<file path="config.mk">
export PLATFORM = sky130hd
export DESIGN_NAME = mem_stream_demux
export DESIGN_NICKNAME = d
export VERILOG_FILES = /design/src/rtl/mem_stream_pkg.sv /design/src/rtl/mem_stream_demux_port_addr_ctr.sv /design/src/rtl/mem_stream_demux.sv
export SDC_FILE = /design/constraint.sdc
export NUM_CORES = 1
export LEC_CHECK = 0
export BUFFER_PORTS_ARGS = -buffer_cell sky130_fd_sc_hd__buf_2
export CAP_MARGIN = 10
export CORE_ASPECT_RATIO = 0.75
export CORE_MARGIN = 1.5
export CORE_UTILIZATION = 59
export CTS_CLUSTER_SIZE = 25
export DETAILED_ROUTE_END_ITERATION = 10
export GPL_TIMING_DRIVEN = 0
export PLACE_DENSITY = 0.87
export SLEW_MARGIN = 20
export SYNTH_ARGS = -nofsm -noshare
export SYNTH_HDL_FRONTEND = slang
export SYNTH_SLANG_ARGS = --single-unit
</file>
<file path="constraint.sdc">
create_clock -name clk -period 5.19 [get_ports clk]
set_input_delay 1.038 -clock clk [delete_from_list [all_inputs] [get_ports clk]]
set_output_delay 1.038 -clock clk [all_outputs]
set_load 0.02 [all_outputs]
</file>
<file path="src/rtl/mem_stream_pkg.sv">
// Shared definitions for the 12-port memory stream mux/demux pair: sel code map,
// stream field offsets and the sel-to-port decode.
package mem_stream_pkg;

    localparam int STREAM_W  = 48;
    localparam int PAYLOAD_W = 44;
    localparam int SEL_LSB   = 44;
    localparam int BX_LSB    = 41;
    localparam int BX_W      = 3;

    localparam logic [3:0] SEL_IDLE = 4'b0000;
    localparam logic [3:0] SEL_HDR  = 4'b1111;
    localparam logic [3:0] SEL_P0   = 4'b0001;
    localparam logic [3:0] SEL_P7   = 4'b1000;
    localparam logic [3:0] SEL_P8   = 4'b1001;
    localparam logic [3:0] SEL_P9   = 4'b1011;
    localparam logic [3:0] SEL_P10  = 4'b1100;
    localparam logic [3:0] SEL_P11  = 4'b1101;

    typedef struct packed {
        logic       vld;
        logic [3:0] port;
    } port_sel_t;

    typedef enum logic {
        ST_WAIT_HDR = 1'b0,
        ST_RUN      = 1'b1
    } dmx_state_e;

    // Codes 1010 and 1110 are holes in the map; they decode as not-a-port.
    function automatic port_sel_t sel_to_port(input logic [3:0] sel);
        port_sel_t r;
        r.vld  = 1'b1;
        r.port = 4'd0;
        if (sel >= SEL_P0 && sel <= SEL_P7) begin
            r.port = sel - SEL_P0;
        end else begin
            case (sel)
                SEL_P8:  r.port = 4'd8;
                SEL_P9:  r.port = 4'd9;
                SEL_P10: r.port = 4'd10;
                SEL_P11: r.port = 4'd11;
                default: r.vld  = 1'b0;
            endcase
        end
        return r;
    endfunction

endpackage

</file>
<file path="src/rtl/mem_stream_demux_port_addr_ctr.sv">
// Per-port write address counter with saturation and sticky overflow.
module port_addr_ctr #(
    parameter int ADDR_W = 6
) (
    input  logic              clk,
    input  logic              rst_n,
    input  logic              i_clr,
    input  logic              i_inc,
    output logic [ADDR_W-1:0] o_addr,
    output logic              o_sat,
    output logic              o_ovf
);

    logic [ADDR_W-1:0] r_addr;
    logic              r_sat;
    logic              r_ovf;

    // r_sat means the top slot is already written; further words are drops.
    always_ff @(posedge clk or negedge rst_n) begin
        if (!rst_n) begin
            r_addr <= '0;
            r_sat  <= 1'b0;
            r_ovf  <= 1'b0;
        end else if (i_clr) begin
            r_addr <= '0;
            r_sat  <= 1'b0;
            r_ovf  <= 1'b0;
        end else if (i_inc) begin
            if (r_sat)
                r_ovf <= 1'b1;
            else if (&r_addr)
                r_sat <= 1'b1;
            else
                r_addr <= r_addr + 1'b1;
        end
    end

    assign o_addr = r_addr;
    assign o_sat  = r_sat;
    assign o_ovf  = r_ovf;

endmodule

</file>
<file path="src/rtl/mem_stream_demux.sv">
// Receive-side stream demux: writes 48-bit stream words into 12 memories, tracks BX.
// Optional MEM_STREAM_DEMUX_ERR_EN enables the protocol error counter and BX check.
module mem_stream_demux
    import mem_stream_pkg::*;
#(
    parameter int ADDR_W = 6,
    parameter int NPORT  = 12
) (
    input  logic                    clk,
    input  logic                    rst_n,
    input  logic [STREAM_W-1:0]     stream_in,
    output logic [NPORT-1:0]        wr_en,
    output logic [NPORT*ADDR_W-1:0] wr_addr,
    output logic [PAYLOAD_W-1:0]    wr_dat,
    output logic [BX_W-1:0]         bx_out,
    output logic                    bx_start,
    output logic [NPORT-1:0]        ovf,
    output logic [7:0]              err_cnt
);

    dmx_state_e r_state, w_state_nxt;

    logic [3:0]                   w_sel;
    port_sel_t                    w_ps;
    logic                         w_hdr;
    logic [NPORT-1:0]             w_inc;
    logic [NPORT-1:0]             w_sat;
    logic [NPORT-1:0]             w_wr;
    logic [NPORT-1:0][ADDR_W-1:0] w_addr;

    logic [NPORT-1:0]             r_wr_en;
    logic [NPORT-1:0][ADDR_W-1:0] r_wr_addr;
    logic [PAYLOAD_W-1:0]         r_wr_dat;
    logic [BX_W-1:0]              r_bx;
    logic                         r_bx_start;

    assign w_sel = stream_in[SEL_LSB +: 4];
    assign w_ps  = sel_to_port(w_sel);
    assign w_hdr = (w_sel == SEL_HDR);

    always_ff @(posedge clk or negedge rst_n) begin
        if (!rst_n) r_state <= ST_WAIT_HDR;
        else        r_state <= w_state_nxt;
    end

    always_comb begin
        w_state_nxt = r_state;
        if (w_hdr) w_state_nxt = ST_RUN;
    end

    genvar gi;
    generate
        for (gi = 0; gi < NPORT; gi++) begin : g_port
            assign w_inc[gi] = (r_state == ST_RUN) && w_ps.vld && (w_ps.port == 4'(gi));
            assign w_wr[gi]  = w_inc[gi] && !w_sat[gi];

            port_addr_ctr #(.ADDR_W(ADDR_W)) u_ctr (
                .clk   (clk),
                .rst_n (rst_n),
                .i_clr (w_hdr),
                .i_inc (w_inc[gi]),
                .o_addr(w_addr[gi]),
                .o_sat (w_sat[gi]),
                .o_ovf (ovf[gi])
            );
        end
    endgenerate

    // wr_addr and wr_dat only move on a write; they hold otherwise.
    always_ff @(posedge clk or negedge rst_n) begin
        if (!rst_n) begin
            r_wr_en    <= '0;
            r_wr_addr  <= '0;
            r_wr_dat   <= '0;
            r_bx       <= '0;
            r_bx_start <= 1'b0;
        end else begin
            r_wr_en    <= w_wr;
            r_bx_start <= w_hdr;
            if (w_hdr) r_bx <= stream_in[BX_LSB +: BX_W];
            if (|w_wr) r_wr_dat <= stream_in[PAYLOAD_W-1:0];
            for (int i = 0; i < NPORT; i++)
                if (w_wr[i]) r_wr_addr[i] <= w_addr[i];
        end
    end

    assign wr_en    = r_wr_en;
    assign wr_addr  = r_wr_addr;
    assign wr_dat   = r_wr_dat;
    assign bx_out   = r_bx;
    assign bx_start = r_bx_start;

`ifdef MEM_STREAM_DEMUX_ERR_EN
    logic       w_illegal;
    logic       w_bx_bad;
    logic       w_drop;
    logic [7:0] r_err;

    // The first header after reset moves WAIT_HDR->RUN, so it is never checked.
    assign w_illegal = !w_ps.vld && !w_hdr && (w_sel != SEL_IDLE);
    assign w_bx_bad  = w_hdr && (r_state == ST_RUN) &&
                       (stream_in[BX_LSB +: BX_W] != r_bx + 3'd1);
    assign w_drop    = |(w_inc & w_sat);

    always_ff @(posedge clk or negedge rst_n) begin
        if (!rst_n)
            r_err <= '0;
        else if ((w_illegal || w_bx_bad || w_drop) && r_err != 8'hFF)
            r_err <= r_err + 8'd1;
    end

    assign err_cnt = r_err;
`else
    assign err_cnt = 8'd0;
`endif

endmodule

</file>
After elaboration in Yosys (flattened, before gate mapping)
Cells that the tools add are included.
Storage, ports and cells
  word-level logic and storage cells: 345
  input bits: 50
  register bits after elaboration: 229
  output and inout port bits: 152
Operators by class
  multiplexer cells: 136
  magnitude comparators: 2
  $add $sub $neg: 13
  eq/ne operators: 40
  reduce and logical (&&, ||, !) cells: 101
Operator list (number)
  two-way mux 6 bit: 48
  two-way mux 1 bit: 86
  adder 6 x 1 -> 6 bit (second input constant): 12
  AND reduction 6 bit: 12
  inequality test 2 bit (second input constant): 24
  nonzero test 2 bit: 24
  equality test 4 bit (second input constant): 9
  AND reduction 3 bit: 12
  logical AND 1 bit: 26
  AND reduction 2 bit: 12
  equality test 4 x 3 -> 1 bit (second input constant): 4
  case mux 4 bit (4 select lines): 1
  zero test 1 bit: 12
  OR reduction 12 bit: 1
  equality test 4 x 2 -> 1 bit (second input constant): 2
  equality test 4 x 1 -> 1 bit (second input constant): 1
  greater-or-equal comparator 4 x 1 -> 1 bit (second input constant): 1
  less-or-equal comparator 4 bit (second input constant): 1
  zero test 4 bit: 1
  two-way mux 4 bit: 1
  OR reduction 4 bit: 1
  subtractor 4 x 1 -> 4 bit (second input constant): 1

Longest topological paths before layout
Gate-level depths: netlist of the first run.
  word-level depth: 8
  gate-level depth with buffers: 13
  mapped depth without buffers: 10

By module
Synthesis of the first run repeated with hierarchy kept, for this count alone.
Unflattened totals
  cells, all modules: 893
  area total of the unflattened synthesis: 10520.1 µm²
By module, submodules not included
  mem_stream_demux: area each 5486.5 µm², times used 1, cells an instance 398, seq. area each 3328.2 µm²
  port_addr_ctr at g_port[0].u_ctr ...: area each 406.6 µm², times used 9, cells an instance 40, seq. area each 200.2 µm²
  port_addr_ctr at g_port[7].u_ctr ...: area each 457.9 µm², times used 3, cells an instance 45, seq. area each 200.2 µm²

Worst setup path after synthesis of the first run
OpenSTA, ideal clock, no wires.
  kind: input -> register
  from: input stream_in[44]
  to: register r_wr_dat[10], in the netlist wr_dat[10]
  setup slack: 1.325 ns
  stages: 10
  setup time: 0.128 ns
  arrival: 3.737 ns
  required time: 5.062 ns
  buffers on the path: 1
  cells stage by stage: inv_1 -> ha_1 -> nor2b_1 -> a211o_1 -> o2bb2ai_2 -> nor4_1 -> or4_1 -> nor3_4 -> buf_6 -> mux2_1
Between the ends
  cells in the longest elaborated chain, start to end: 8
  elaborated cells between the ends (all ways): 51
  classes of those cells: add/sub: 1; order compare: 2; eq/ne: 15; mux: 4; reduce/logical: 29
RTL lines
  start, declared: RTL line mem_stream_demux.sv:11  | input logic [STREAM_W-1:0] stream_in,
  parallel branches: the longest is 7 deep, another holds greater-or-equal comparator 4 x 1 -> 1 bit
  OR reduction 12 bit *: RTL line mem_stream_demux.sv:81  | if (|w_wr) r_wr_dat <= stream_in[PAYLOAD_W-1:0];
  end signal, assigned: RTL line mem_stream_demux.sv:81
  end, declared: RTL line mem_stream_demux.sv:33  | logic [PAYLOAD_W-1:0] r_wr_dat;
Mark *: on every way between the ends.
A chain may end at the register's enable or synchronous reset.

Worst setup path after layout of the first run
  from: input stream_in[44]
  to: register r_wr_dat[25], in the netlist wr_dat[25]
The elaborated chain is that of the path after synthesis.

==> impl_metrics.json, run 1 <==
{
  "status": "complete, no violations",
  "dp_cells": 1268,
  "num_vias": 7381,
  "final_cell_area_um2": 12000,
  "synth_ff_type": "dfrtp_1",
  "crit_path_cell_trace": "buf_2 -> inv_1 -> ha_1 -> nor2b_1 -> a211o_1 -> o2bb2ai_2 -> nor4_1 -> or4_1 -> nor3_4 -> buf_6 -> mux2_1",
  "cp-end-kind": "flip-flop",
  "ios": 202,
  "worst_skew_pair.late_latency_ps": 510,
  "ys_top_cells_by_count": "dfrtp_1 (229), nand2_1 (96), nor2_1 (82), mux2_2 (55), mux2_1 (44)",
  "yosys.area_share.xor_xnor_pct": 3.11,
  "vdd_ir_drop_max_mv": 0.386,
  "p_leak_nw": 6.27,
  "critPathTopFamily": "simple AND/OR/NAND/NOR gates",
  "cts_resized": 0,
  "fmax_ghz": 0.235,
  "ys_ff_latch": 229,
  "worst_path_max_delay_cell": "or4_1",
  "holdWs_ps": 472,
  "synthAdderAreaFrac_pct": 1.91,
  "cts_sinks": 229,
  "antenna_found_initial": 0,
  "hold_violations": 0,
  "rsz0062_at_grt": "no",
  "yosys.area_share.simple_pct": 16.3,
  "place_congestion": 0.925,
  "worstMarginPinSlew_ps": 1130,
  "muxShareOfSynthArea_pct": 11.5,
  "dp_hpwl_um": 15800,
  "min_period_ps": 4260,
  "final_nets": 1147,
  "cp-start-kind": "input port",
  "core_area_um2": 16200,
  "p_per_area_nw_per_um2": 466,
  "drt_pass1_iterations": 6,
  "insertedDiodeCount": 0,
  "die_w_um": 152,
  "wl_um": 22900,
  "drv_slew": 0,
  "slew_headroom_pct": 24.0,
  "fin_cells": 1307,
  "fin_crit_sh_pct": 82.0,
  "ys_types": 63,
  "drc": 0,
  "grt_pass1_vias": 7118,
  "seq_area_frac_synth_pct": 58.2,
  "cp.required_ps": 5560,
  "drt_iter0_drc": 468,
  "critPathBufInv": 3,
  "io_buffers": 193,
  "grt_pass1_wl_um": 36800,
  "synth.most_common_cell": "dfrtp_1",
  "grt_max_degree": 97,
  "synth_compound_area_share_pct": 5.25,
  "clkSlewWorstSetupHoldPaths_ps": 60,
  "rows": 40,
  "post-place-ws_ps": 528,
  "async_flop_share_pct": 100,
  "final_core_util_pct": 74.2,
  "yosys_warnings": 0,
  "viasPerCell": 5.65,
  "wl_per_cell_um": 17.5,
  "postCtsSetupBuffers": 0,
  "syn_inst": 856,
  "drtAntennaViolNets": 0,
  "path_class": "in -> reg",
  "drv_cap": 0,
  "worst_slack_ps": 932,
  "postCtsHoldBufs": 0,
  "syn_area_um2": 9850,
  "dieArea_um2": 17500,
  "synth_edf_count": 0,
  "grt.overflow.total": 0,
  "cp_slowest_stage_delay_ps": 620,
  "synth_top_cell_area_share_pct": 58.2,
  "yosysTopAreaCell": "dfrtp_1",
  "finalSetupViolations": 0,
  "synth_top_family_by_area": "simple AND/OR/NAND/NOR gates",
  "syn_area_per_cell_um2": 11.5,
  "initial_utilization_pct": 60.9,
  "skew_ps": 16.5,
  "cts_root_buffer": "clkbuf_16",
  "areaGrowthSynthToFinish_pct": 21.9,
  "cp_max_fo": 10,
  "clk_path_buf_depth": 3,
  "drive_gt1_share_pct": 30.9,
  "post_dp_cell_area_um2": 11200,
  "cp.arrival_ps": 4630,
  "htree_levels": 1,
  "tritoncts": "yes",
  "cts_buffers": 22,
  "gr-usage-all-layers_pct": 26.4,
  "synthTopCellsByArea": "dfrtp_1 (58%), mux2_2 (6.3%), mux2_1 (5.0%)",
  "hp-class": "in -> async",
  "die_h_um": 115
}
-- placed cells by master, fill, tap and decap left out, types with 13 or more instances in the layout --
| cell type | instances |
|---|---|
| nand2_1 | 96 |
| xor2_1 | 22 |
| xnor2_1 | 13 |
| nand3_1 | 43 |
| clkbuf_16 | 23 |
| and3_1 | 16 |
| nor2_1 | 82 |
| inv_1 | 13 |
| a21oi_1 | 26 |
| mux2_2 | 55 |
| ha_1 | 15 |
| buf_4 | 21 |
| clkbuf_1 | 14 |
| buf_2 | 199 |
| nor3_1 | 22 |
| o21ai_0 | 21 |
| mux2_1 | 44 |
| dfrtp_1 | 229 |
-- final timing paths --
kind	start	end	cells past startpoint	slack, ps
setup / recovery	stream_in[44]	wr_dat[25]	11	930
hold / removal	rst_n	wr_addr[9]	1	470
setup reg to reg	r_state	wr_dat[25]	10	2120
hold reg to reg	wr_addr[6]	wr_addr[6]	2	470
max in group asynchronous	rst_n	wr_addr[62]	2	3870
min in group clk	wr_addr[6]	wr_addr[6]	2	470
-- metrics by stage --
step	setup TNS [ps]	power, mW
floorplan	0	3.27
global placement	-189270	3.71
detailed placement	0	3.79
CTS	0	5.62
global route	0	5.84
finish	0	5.59
-- layout make-up --
class                   count  area [µm²]
inverters                  18        67.6
clock buffers              30         662
well taps                 210         263
plain buffers              48         298
repair buffers            195        1030
clock inverters             9         173
fillers                  1103        4160
flip-flops and latches    229        5730
multi-input cells         568        3780
-- flip-flops by register name, summed over array words and instances, names as in the netlist --
name / cells
wr_dat: 44
wr_addr: 72
wr_en: 12
g_port.u_ctr.o_addr: 72
r_state: 1
g_port.u_ctr.o_sat: 12
g_port.u_ctr.o_ovf: 12
bx_out: 3
bx_start: 1
-- where the power goes --
| group | switching [mW] | total, mW | leakage, nW | internal [mW] |
|---|---|---|---|---|
| clock | 0.677 | 1.82 | 0.410 | 1.14 |
| sequential | 0.259 | 2.41 | 3.04 | 2.15 |
| combinational | 0.828 | 1.36 | 2.82 | 0.536 |
| total | 1.76 | 5.59 | 6.27 | 3.83 |
-- kinds of logic after synthesis --
family	count (synthesis)
buf+inv	66
fa+ha+maj	15
xor+xnor	35
simple gates	329
flops	229
compound gates	80
mux	101
other cells	1
-- routing by layer --
metal / track usage (%) / vias to the layer above / wire length [µm]
met5: 0 / - / 0
met4: 8.54 / 0 / 606
met3: 4.75 / 56 / 1650
met2: 42.3 / 285 / 10900
met1: 37.1 / 3642 / 9770
li1: - / 3398 / -
(Power assumes the default switching activity.)
==> inputs of run 2 (changes only) <==
--- a/config.mk
+++ b/config.mk
@@ -9,11 +9,11 @@
 export CAP_MARGIN = 10
 export CORE_ASPECT_RATIO = 0.75
 export CORE_MARGIN = 1.5
-export CORE_UTILIZATION = 59
+export CORE_UTILIZATION = 50
 export CTS_CLUSTER_SIZE = 25
 export DETAILED_ROUTE_END_ITERATION = 10
 export GPL_TIMING_DRIVEN = 0
-export PLACE_DENSITY = 0.87
+export PLACE_DENSITY = 0.79
 export SLEW_MARGIN = 20
 export SYNTH_ARGS = -nofsm -noshare
 export SYNTH_HDL_FRONTEND = slang
==> constraint.sdc (replaced) <==
create_clock -name clk -period 3.8 [get_ports clk]
set_input_delay 0.76 -clock clk [delete_from_list [all_inputs] [get_ports clk]]
set_output_delay 0.76 -clock clk [all_outputs]
set_load 0.02 [all_outputs]
==> impl_metrics.json, run 2 (synthesis results as in run 1) <==
{
  "final_common_cell": "dfrtp_1",
  "finalSetupViolations": 0,
  "viasPerCell": 5.38,
  "worstMarginPinSlew_ps": 882,
  "clkSlewWorstSetupHoldPaths_ps": 60,
  "fmax_ghz": 0.275,
  "drt_pass1_iterations": 5,
  "p_per_area_nw_per_um2": 618,
  "dieArea_um2": 20600,
  "cts_root_buffer": "clkbuf_16",
  "path_class": "in -> reg",
  "cp_max_fo": 10,
  "wl_um": 22100,
  "met3_usage_pct": 4.56,
  "cpMostUsedCell": "buf_2",
  "min_period_ps": 3640,
  "rr_endpoint": "wr_dat[23]",
  "grt.overflow.total": 0,
  "grt_util_met1_pct": 32.0,
  "r2r_slack_ps": 1000,
  "final_nets": 1150,
  "post_dp_cell_area_um2": 11200,
  "areaGrowthSynthToFinish_pct": 22.5,
  "ios": 202,
  "core_area_um2": 19300,
  "drv_cap": 0,
  "crit_path_cell_trace": "buf_2 -> inv_1 -> ha_1 -> nor2b_1 -> o21ai_1 -> nand2b_1 -> buf_2 -> or3_1 -> buf_2 -> inv_2 -> or3_1 -> nor3_4 -> buf_12 -> buf_6 -> mux2_1",
  "initial_utilization_pct": 51.0,
  "reg2regPathDepth": 11,
  "cp-end-kind": "flip-flop",
  "worst_skew_pair.late_latency_ps": 510,
  "antenna_found_initial": 1,
  "vdd_ir_drop_max_mv": 0.506,
  "cp_slowest_stage_delay_ps": 440,
  "drv_slew": 0,
  "drtAntennaViolNets": 0,
  "tritoncts": "yes",
  "die_h_um": 125,
  "place_congestion": 0.862,
  "die_w_um": 165,
  "drc": 0,
  "p_leak_nw": 6.26,
  "grt-busiest-layer": "met2",
  "grt_max_degree": 99,
  "htree_levels": 1,
  "hold_violations": 0,
  "timing.rr.start": "r_state",
  "fin_crit_sh_pct": 95.8,
  "final_cell_area_um2": 12100,
  "hp-class": "in -> async",
  "io_buffers": 193,
  "wl_per_cell_um": 16.3,
  "drive_gt1_share_pct": 31.1,
  "clk_path_buf_depth": 3,
  "crit_start": "stream_in[45]",
  "num_vias": 7280,
  "use_met2_pct": 33.9,
  "drt_iter0_drc": 534,
  "slew_headroom_pct": 40.7,
  "cp.required_ps": 4170,
  "cp-start-kind": "input port",
  "grt_pass1_vias": 7127,
  "layout_common_cells": "dfrtp_1 (229), buf_2 (199), nand2_1 (96)",
  "holdWs_ps": 187,
  "grt_pass1_wl_um": 36100,
  "cp.arrival_ps": 4010,
  "dp_hpwl_um": 15500,
  "cts_sinks": 229,
  "cts_buffers": 22,
  "worst_path_max_delay_cell": "or3_1",
  "gr-usage-all-layers_pct": 21.9,
  "skew_ps": 14.1,
  "status": "complete, no violations",
  "power.total_mw": 7.46,
  "fillCellCount": 1532,
  "rows": 44,
  "dp_cells": 1311,
  "fin_cells": 1353
}
-- run 2: metal layers --
| layer | up-vias | share of wire [%] | wire length (µm) |
|---|---|---|---|
| met5 | - | 0 | 0 |
| met4 | 0 | 2.0 | 446 |
| met3 | 42 | 6.6 | 1450 |
| met2 | 237 | 46 | 10100 |
| met1 | 3594 | 46 | 10100 |
| li1 | 3407 | - | - |
-- run 2: metrics by stage --
stage / setup TNS (ps) / utilization (%) / setup WS, ps
after floorplan: 0 / - / 213
after global placement: -478260 / 57.7 / -1990
after detailed placement: -30080 / 58.1 / -635
after CTS: 0 / 62.2 / 173
after global routing: -713 / 62.4 / -51.7
final: 0 / 62.4 / 160
-- run 2: area by class of cell --
cell class / instances / area (µm²) / share of cell area [%]
multi-input cells: 568 / 3810 / 31.6
clock buffers: 32 / 659 / 5.47
flip-flops and latches: 229 / 5730 / 47.5
clock inverters: 6 / 108 / 0.892
repair buffers: 198 / 1070 / 8.84
plain buffers: 48 / 298 / 2.47
diodes: 1 / 2.50 / 0.0207
well taps: 253 / 317 / 2.62
inverters: 18 / 67.6 / 0.560
-- run 2: what timing repair did --
action,CTS,global route
setup buffers,3,0
pin swaps,1,0
hold buffers,0,0
gates resized for setup,0,4
endpoints found under the setup margin,40,40
-- run 2: where the power goes --
part	switching, mW	internal [mW]	leakage [nW]
registers	0.347	2.94	3.04
clock network	0.897	1.40	0.374
logic	1.11	0.758	2.84
-- run 2: worst max path at each step --
stage,end,depth (start not counted)
floorplan,wr_dat[10],10
global placement,wr_dat[14],1
detailed placement,wr_dat[23],11
CTS,wr_dat[23],12
global route,wr_dat[23],15
finish,wr_dat[23],15
-- run 2: critical path, delay by kind of cell --
kind            cells  cell delay (ps)
compound gates      1              420
fa+ha+maj           1              330
buf+inv             7             1040
mux                 1              350
simple gates        5             1100
==> inputs of run 3 (changes only) <==
==> constraint.sdc (replaced) <==
create_clock -name clk -period 3.8 [get_ports clk]
set_input_delay 0 -clock clk [delete_from_list [all_inputs] [get_ports clk]]
set_output_delay 0 -clock clk [all_outputs]
set_load 0.02 [all_outputs]
==> impl_metrics.json, run 3 (synthesis results as in run 1) <==
{
  "status": "complete, no violations",
  "rows": 44,
  "fin_crit_sh_pct": 85.5,
  "dp_hpwl_um": 15500,
  "die_h_um": 125,
  "viasPerCell": 5.36,
  "worst_skew_pair.late_latency_ps": 500,
  "htree_levels": 1,
  "drv_slew": 0,
  "postCtsSetupBuffers": 0,
  "hp-class": "in -> async",
  "grt_max_degree": 99,
  "drt_pass1_iterations": 5,
  "io_buffers": 193,
  "wl_um": 23100,
  "layout_common_cells": "dfrtp_1 (229), buf_2 (199), nand2_1 (96)",
  "drc": 0,
  "cp_max_fo": 10,
  "finalSetupViolations": 0,
  "vdd_ir_drop_max_mv": 0.491,
  "cp_slowest_stage_delay_ps": 630,
  "hold_violations": 0,
  "tritoncts": "yes",
  "cts_buffers": 22,
  "num_vias": 7484,
  "grt.overflow.total": 0,
  "cts_sinks": 229,
  "wl_per_cell_um": 16.5,
  "drive_gt1_share_pct": 29.4,
  "initial_utilization_pct": 51.0,
  "drv_cap": 0,
  "die_w_um": 165,
  "final_common_cell": "dfrtp_1",
  "tns_ps": 0,
  "grt_pass1_wl_um": 37600,
  "cp.required_ps": 4170,
  "core_area_um2": 19300,
  "worstMarginPinSlew_ps": 975,
  "worst_path_max_delay_cell": "or4_1",
  "gr-usage-all-layers_pct": 22.9,
  "p_per_area_nw_per_um2": 602,
  "rsz0062_at_grt": "no",
  "fin_cells": 1395,
  "final_nets": 1192,
  "dp_cells": 1311,
  "cp-end-kind": "flip-flop",
  "crit_path_cell_trace": "buf_2 -> inv_1 -> ha_1 -> nor2b_1 -> a211o_1 -> o2bb2ai_2 -> nor4_1 -> or4_1 -> nor3_4 -> buf_6 -> mux2_1",
  "critPathBufInv": 3,
  "drt_iter0_drc": 599,
  "cp-start-kind": "input port",
  "place_congestion": 0.862,
  "min_period_ps": 3250,
  "p_leak_nw": 6.42,
  "cts_root_buffer": "clkbuf_16",
  "grt_pass1_vias": 7339,
  "antenna_found_initial": 1,
  "ios": 202,
  "clk_path_buf_depth": 3,
  "skew_ps": 11.5,
  "slew_headroom_pct": 34.4,
  "dieArea_um2": 20600,
  "cp.arrival_ps": 3620,
  "critPathTopFamily": "simple AND/OR/NAND/NOR gates",
  "path_class": "in -> reg",
  "clkSlewWorstSetupHoldPaths_ps": 60,
  "drtAntennaViolNets": 0,
  "areaGrowthSynthToFinish_pct": 26.4,
  "fmax_ghz": 0.308
}
## run 3: metrics by stage
step	instance area, µm²	utilization, %	setup slack (ps)	hold WS, ps	power, mW
floorplan	9870	-	973	-296	4.46
global placement	11200	57.7	-1230	207	5.08
detailed placement	11200	58.1	125	-24.0	5.17
CTS	12400	64.4	639	43.8	7.53
global route	12400	64.4	370	67.2	7.85
finish	12400	64.4	552	24.9	7.49
## run 3: timing repair
action | CTS | global route
gates resized for setup | 0 | 0
endpoints found under the hold margin | 276 | 0
hold buffers | 45 | 0
## run 3: worst paths after layout
kind | cells past startpoint | slack (ps) | start | to
worst max-delay path | 11 | 550 | stream_in[44] | wr_dat[20]
worst min-delay path | 2 | 20 | rst_n | wr_addr[11]
worst max register to register | 10 | 660 | r_state | wr_dat[20]
worst min register to register | 2 | 470 | wr_addr[55] | wr_addr[55]
max in group asynchronous | 3 | 2920 | rst_n | wr_dat[7]
min in group clk | 4 | 140 | stream_in[46] | r_state
## run 3: metal layers
metal | routed length, µm | track usage [%] | up-vias
li1 | - | - | 3491
met1 | 10500 | 32.9 | 3719
met2 | 10600 | 36.1 | 233
met3 | 1500 | 4.66 | 41
met4 | 495 | 4.77 | 0
met5 | 0 | 0 | -
## run 3: where the power goes
part	total (mW)	leakage (nW)	switching (mW)	internal, mW
registers	3.29	3.04	0.353	2.94
clock network	2.31	0.374	0.903	1.40
logic	1.89	3.01	1.13	0.761
total	7.49	6.42	2.38	5.11
## run 3: final cells by class
cell class / count / area, µm²
fill: 1481 / 6880
sequential: 229 / 5730
tap: 253 / 317
multi-input combinational: 568 / 3780
clock inverter: 6 / 108
inverter: 18 / 67.6
timing repair buffer: 240 / 1480
antenna: 1 / 2.50
buffer: 48 / 298
clock buffer: 32 / 659
